<file path="src/rtl/rscl_alu_arb.sv">
// Two-port round-robin arbiter sharing one combinational RV32 ALU, with a registered
// valid/ready result stage. Optional counters are enabled by RSCL_ALU_ARB_STATS_EN.

module rscl_alu #(
  parameter int DATA_W = 32
) (
  input  logic [DATA_W-1:0] a_i,
  input  logic [DATA_W-1:0] b_i,
  input  logic [2:0]        funct3_i,
  input  logic [6:0]        funct7_i,
  output logic [DATA_W-1:0] res_o
);

  logic signed [DATA_W-1:0] a_s;
  logic signed [DATA_W-1:0] b_s;
  logic signed [DATA_W-1:0] sra_s;
  logic [DATA_W-1:0]        sra_u;
  logic [4:0]               shamt;
  logic                     alt;

  assign a_s   = a_i;
  assign b_s   = b_i;
  assign shamt = b_i[4:0];
  // Only the exact alternate encoding selects SUB/SRA; other funct7 values fall back to ADD/SRL.
  assign alt   = (funct7_i == 7'h20);
  // Kept in its own signal so the arithmetic shift is not forced unsigned by a mixed ternary.
  assign sra_s = a_s >>> shamt;
  assign sra_u = sra_s;

  always_comb begin
    res_o = '0;
    unique case (funct3_i)
      3'd0: res_o = alt ? (a_i - b_i) : (a_i + b_i);
      3'd1: res_o = a_i << shamt;
      3'd2: res_o = {{(DATA_W-1){1'b0}}, (a_s < b_s)};
      3'd3: res_o = {{(DATA_W-1){1'b0}}, (a_i < b_i)};
      3'd4: res_o = a_i ^ b_i;
      3'd5: res_o = alt ? sra_u : (a_i >> shamt);
      3'd6: res_o = a_i | b_i;
      3'd7: res_o = a_i & b_i;
    endcase
  end

endmodule

module rscl_alu_arb #(
  parameter bit RR_INIT = 1'b0
) (
  input  logic        clk,
  input  logic        rst,
  input  logic        req0_valid,
  output logic        req0_ready,
  input  logic [31:0] req0_val1,
  input  logic [31:0] req0_val2,
  input  logic [2:0]  req0_funct3,
  input  logic [6:0]  req0_funct7,
  input  logic        req1_valid,
  output logic        req1_ready,
  input  logic [31:0] req1_val1,
  input  logic [31:0] req1_val2,
  input  logic [2:0]  req1_funct3,
  input  logic [6:0]  req1_funct7,
  output logic        resp_valid,
  input  logic        resp_ready,
  output logic [31:0] resp_out,
  output logic        resp_src
`ifdef RSCL_ALU_ARB_STATS_EN
  ,
  output logic [31:0] stat_grant0,
  output logic [31:0] stat_grant1,
  output logic [31:0] stat_conflict
`endif
);

  localparam int DATA_W = 32;

  logic              resp_valid_q, resp_valid_d;
  logic [DATA_W-1:0] resp_out_q, resp_out_d;
  logic              resp_src_q, resp_src_d;
  logic              ptr_q, ptr_d;

  logic              can_accept;
  logic              gnt_any;
  logic              gnt_sel;
  logic              xfer;
  logic [DATA_W-1:0] op_a, op_b, alu_res;
  logic [2:0]        op_f3;
  logic [6:0]        op_f7;

  // Stage 0: arbitration and operand mux feeding the shared ALU
  assign can_accept = !resp_valid_q || resp_ready;
  assign gnt_any    = req0_valid || req1_valid;
  // On contention the pointer decides; otherwise the lone valid requester wins.
  assign gnt_sel    = (req0_valid && req1_valid) ? ptr_q : req1_valid;

  assign req0_ready = !rst && can_accept && gnt_any && !gnt_sel;
  assign req1_ready = !rst && can_accept && gnt_any &&  gnt_sel;
  assign xfer       = req0_ready || req1_ready;

  assign op_a  = gnt_sel ? req1_val1   : req0_val1;
  assign op_b  = gnt_sel ? req1_val2   : req0_val2;
  assign op_f3 = gnt_sel ? req1_funct3 : req0_funct3;
  assign op_f7 = gnt_sel ? req1_funct7 : req0_funct7;

  rscl_alu #(
    .DATA_W (DATA_W)
  ) u_alu (
    .a_i      (op_a),
    .b_i      (op_b),
    .funct3_i (op_f3),
    .funct7_i (op_f7),
    .res_o    (alu_res)
  );

  always_comb begin
    resp_valid_d = resp_valid_q;
    resp_out_d   = resp_out_q;
    resp_src_d   = resp_src_q;
    ptr_d        = ptr_q;
    if (xfer) begin
      resp_valid_d = 1'b1;
      resp_out_d   = alu_res;
      resp_src_d   = gnt_sel;
      ptr_d        = !gnt_sel;
    end else if (resp_ready) begin
      resp_valid_d = 1'b0;
    end
  end

  // Stage 1: result register
  always_ff @(posedge clk) begin
    if (rst) begin
      resp_valid_q <= 1'b0;
      resp_out_q   <= '0;
      resp_src_q   <= 1'b0;
      ptr_q        <= RR_INIT;
    end else begin
      resp_valid_q <= resp_valid_d;
      resp_out_q   <= resp_out_d;
      resp_src_q   <= resp_src_d;
      ptr_q        <= ptr_d;
    end
  end

  assign resp_valid = resp_valid_q;
  assign resp_out   = resp_out_q;
  assign resp_src   = resp_src_q;

`ifdef RSCL_ALU_ARB_STATS_EN
  logic [31:0] stat_g0_q, stat_g0_d;
  logic [31:0] stat_g1_q, stat_g1_d;
  logic [31:0] stat_cf_q, stat_cf_d;

  always_comb begin
    stat_g0_d = stat_g0_q + {31'b0, req0_ready};
    stat_g1_d = stat_g1_q + {31'b0, req1_ready};
    stat_cf_d = stat_cf_q + {31'b0, (req0_valid && req1_valid && can_accept)};
  end

  always_ff @(posedge clk) begin
    if (rst) begin
      stat_g0_q <= '0;
      stat_g1_q <= '0;
      stat_cf_q <= '0;
    end else begin
      stat_g0_q <= stat_g0_d;
      stat_g1_q <= stat_g1_d;
      stat_cf_q <= stat_cf_d;
    end
  end

  assign stat_grant0   = stat_g0_q;
  assign stat_grant1   = stat_g1_q;
  assign stat_conflict = stat_cf_q;
`endif

endmodule
</file>
<file path="config.mk">
export PLATFORM = sky130hd
export DESIGN_NAME = rscl_alu_arb
export DESIGN_NICKNAME = d
export VERILOG_FILES = /design/src/rtl/rscl_alu_arb.sv
export SDC_FILE = /design/constraint.sdc
export NUM_CORES = 1
export LEC_CHECK = 0
export CAP_MARGIN = 5
export CORE_MARGIN = 4
export CORE_UTILIZATION = 30
export DETAILED_ROUTE_END_ITERATION = 6
export PLACE_DENSITY = 0.62
export SLEW_MARGIN = 40
export SYNTH_ARGS = -nofsm -noshare
export SYNTH_HDL_FRONTEND = slang
export SYNTH_SLANG_ARGS = --single-unit
</file>
<file path="constraint.sdc">
create_clock -name clk -period 6.5 [get_ports clk]
set_input_delay 0.65 -clock clk [delete_from_list [all_inputs] [get_ports clk]]
set_output_delay 0.65 -clock clk [all_outputs]
set_load 0.02 [all_outputs]
</file>
==> run summary <==
Fill cell count: 4326
Mean instance size in the synthesized netlist: 6.527 um^2
Gpl congestion: 1.025
Number of global-route vias before repair: 14.95k
Biggest cell delay along the critical path: 560 ps
Placed instance count: 2483
# diodes: 0
Class of the most critical hold timing path: flip-flop to flip-flop
Number of buffers inserted by post-CTS setup repair: 0
Routing layer with the top usage in global route: met2
Clock sinks: 35
R2r worst-path depth: 17
Design Area, Final: 14620 um^2
Global-route total usage across every layer: 28.11%
Dominant combinational cell family by area after synthesis: compound AO/OA/AOI/OAI gates
Fmax: 0.1885 GHz
Post-cts gate resize count: 0
Dominant register cell in the synthesized netlist: sky130_fd_sc_hd__dfxtp_1
CP endpoint kind: flip-flop
Parity-gate share of the synthesized area counting xor and xnor cells: 1.210%
Count of flip-flops with a built-in enable after synthesis: 0
Proportion of synthesized area in mux cells: 11.91%
Final Hold Violating Endpoints: 0
Met1 capacity usage during global routing: 37.37%
Clk Latency, worst-skew pair: 310 ps
Register area share after synthesis: 5.695%
Number of synthesized register bits: 35
Core Rows: 73
Fraction of final layout cells sized beyond drive strength 1: 7.681%
Number of library cell types mapped by synthesis: 92
Minimum clock period: 5305 ps
Synth Instances: 1885
Worst-case headroom to the max-slew limit: 39.86%
Buffer type at the clock tree root: sky130_fd_sc_hd__clkbuf_16
Data arrival time at the worst-slack endpoint: 5560 ps
Net switching power figure: 1.249 mW
Number of optimization iterations in the first detailed-route pass: 6
Transition time at the pin with the least slew margin: 896.1 ps
Syn nets: 2137
Required time reported for the critical path endpoint: 6750 ps
Switching part of the total: 54.65%
Clock Pin Slew Worst Setup and Hold Paths: 60 ps
Total overflow reported by the global router: 0
Post-route antenna net violation count: 0
Initial antenna violation count: 1
Critical Path, Cell by Cell: clkdlybuf4s50_1 > nor2b_4 > nor2_4 > mux2i_1 > inv_1 > ha_1 > inv_1 > fa_1 > o21bai_1 > a31oi_1 > a2111oi_2 > buf_4 > o2111ai_1 > a21oi_1 > or3_1 > o41ai_1 > or4_1 > nand3_1
Combinational Power Share: 75.8%
Worst setup skew after layout: 5.155 ps
DRC viols: 0
First-pass GRT wire length: 96.90 mm
Fraction of registers with async set or reset after synthesis: 0%
Final Util: 36.46%
Layout Area Growth over Synthesis: 18.81%
Post-placement cell area: 14460 um^2
Placeable core area: 40100 um^2
Outcome: complete, no violations
Total power per unit cell area: 156.4 nW/um^2
Internal power: 1.037 mW
Count of maximum capacitance violations: 0
Startpoint type of the worst setup path: input pin
Leakage power: 6.043 nW
Hold slack: 464.7 ps
Initial DRC count: 1787
Clock network power share: 12.4%
Cell accounting for the most synthesized area: sky130_fd_sc_hd__ha_1
Buffer depth of the longest clock path: 2
Final setup TNS: 0 ps
Aggregate routed wire length: 65.71 mm
Slowest cell on the critical path: sky130_fd_sc_hd__clkdlybuf4s50_1
Half-perimeter wire length of the detailed placement result: 51.82 mm
Top Ports: 189
Cell depth of the worst hold path: 2
CTS Hold Buffers Added: 0
Kind of critical path: input pin to flip-flop
Routed WL per cell: 26.38 um
Share of synthesized cell area in and, or, nand and nor gates: 24.83%
Final instance count without filler cells: 2491
Ratio of routed vias to standard cells: 6.268
Met2 routing resource usage after global routing: 44.44%
Share of the synthesized area in compound gates (AO/OA/AOI/OAI): 37.22%
TritonCTS clock tree: yes
Via count of the routed design: 15.61k
Synthesized-area fraction occupied by adder cells: 10.19%
Cell types occupying the most area after synthesis: sky130_fd_sc_hd__ha_1 (9.9%), sky130_fd_sc_hd__nand2_1 (9.0%), sky130_fd_sc_hd__a21oi_1 (8.1%)
Top cell type's share of synthesized area: 9.864%
Synth Warn #: 0
Area of the mapped netlist: 12300 um^2
Die Outline Area: 44320 um^2
Number of max-slew violations in the final report: 0
RSZ-0062 raised after global routing: no
NumNets Final: 2217
Die span in x: 210.5 um
Global Route met3 Usage: 5.001%
Max rail drop VDD: 90.59 uV
Most prevalent standard cell on the critical path: sky130_fd_sc_hd__inv_1
Die Y: 210.5 um
Starting density of the core: 30.69%
Total number of H-tree levels: 2
Number of CTS-inserted buffers: 5
Maximum fanout along the worst path: 16
Count of final setup violators: 0
Final period util: 81.61%
Largest net degree at the start of global routing: 65
Share of total power in sequential cells: 11.8%
Number of I/O port buffers: 188
==> metal layers <==
layer / part of all wire [%] / vias up / wire length [um]
met1: 42 / 7460 / 27660
met3: 8.3 / 156 / 5469
met4: 5.5 / 2 / 3636
met2: 44 / 872 / 28930
met5: 0.020 / - / 13
li1: - / 7123 / -
==> per-stage QoR <==
stage | power (mW) | setup WS (ps)
5_1_grt | 2.417 | 942.6
3_3_place_gp | 1.961 | 1058
3_5_place_dp | 1.957 | 1006
4_1_cts | 2.248 | 1296
2_1_floorplan | 1.332 | 1419
6_report | 2.286 | 1195
==> state kept, by name (all words and copies together), names as in the netlist <==
name,count
resp_valid,1
resp_out,32
resp_src,1
ptr_q,1
==> power groups by stage <==
stage          registers, mW  clock network (mW)  logic [mW]
2_1_floorplan          0.305                   0        1.03
3_3_place_gp           0.274                   0        1.69
3_5_place_dp           0.275                   0        1.68
4_1_cts                0.270               0.285        1.69
5_1_grt                0.274               0.293        1.85
6_report               0.270               0.283        1.73
==> synthesized netlist by cell type (41+ instances only) <==
master,number
sky130_fd_sc_hd__inv_1,93
sky130_fd_sc_hd__a211oi_1,56
sky130_fd_sc_hd__o211ai_1,48
sky130_fd_sc_hd__ha_1,97
sky130_fd_sc_hd__o21ai_0,102
sky130_fd_sc_hd__nand3_1,88
sky130_fd_sc_hd__buf_2,50
sky130_fd_sc_hd__mux2_2,41
sky130_fd_sc_hd__clkbuf_1,74
sky130_fd_sc_hd__mux2i_1,89
sky130_fd_sc_hd__nor2_1,105
sky130_fd_sc_hd__a21oi_1,199
sky130_fd_sc_hd__nand2_1,295
==> final cells by class <==
cell class | count | area (um^2) | area share, %
Tap cell | 525 | 656.9 | 4.493
Clock buffer | 8 | 156.4 | 1.070
Multi-Input combinational cell | 1595 | 10540 | 72.07
Sequential cell | 35 | 700.7 | 4.793
Inverter | 99 | 374.1 | 2.559
Timing Repair Buffer | 229 | 2195 | 15.01
==> placed cells by master (no fill, tap or decap), types with 39 or more instances in the layout <==
cell type                         instances
sky130_fd_sc_hd__a211oi_1                56
sky130_fd_sc_hd__a21oi_1                199
sky130_fd_sc_hd__buf_4                   39
sky130_fd_sc_hd__clkdlybuf4s50_1        185
sky130_fd_sc_hd__ha_1                    97
sky130_fd_sc_hd__inv_1                   93
sky130_fd_sc_hd__mux2_2                  41
sky130_fd_sc_hd__mux2i_1                 88
sky130_fd_sc_hd__nand2_1                295
sky130_fd_sc_hd__nand3_1                 88
sky130_fd_sc_hd__nor2_1                 105
sky130_fd_sc_hd__o211ai_1                48
sky130_fd_sc_hd__o21ai_0                100
==> worst max-delay path: cells and delay by family <==
kind | cells | cell delay [ps]
AOI/OAI and AO/OA | 6 | 1550
adders and majority gates | 2 | 620
buffers and inverters | 4 | 990
muxes | 1 | 240
and+or+nand+nor | 5 | 1500
==> worst paths after layout <==
| check | startpoint | to | slack, ps |
|---|---|---|---|
| max | req0_valid | resp_out[28] | 1200 |
| min | resp_out[15] | resp_out[15] | 460 |
| max reg2reg | ptr_q | resp_out[28] | 1810 |
| min reg2reg | resp_out[15] | resp_out[15] | 460 |
==> cells by family (layout without fill, tap and decap cells) <==
group,count (synthesis),after routing
AOI/OAI and AO/OA,681,681
xor gates and xnor gates,17,17
muxes,135,135
DFF,35,35
buffers and inverters,255,336
and+or+nand+nor,663,663
adders and majority gates,99,99
Note: power is estimated with default switching activity, not from simulation.
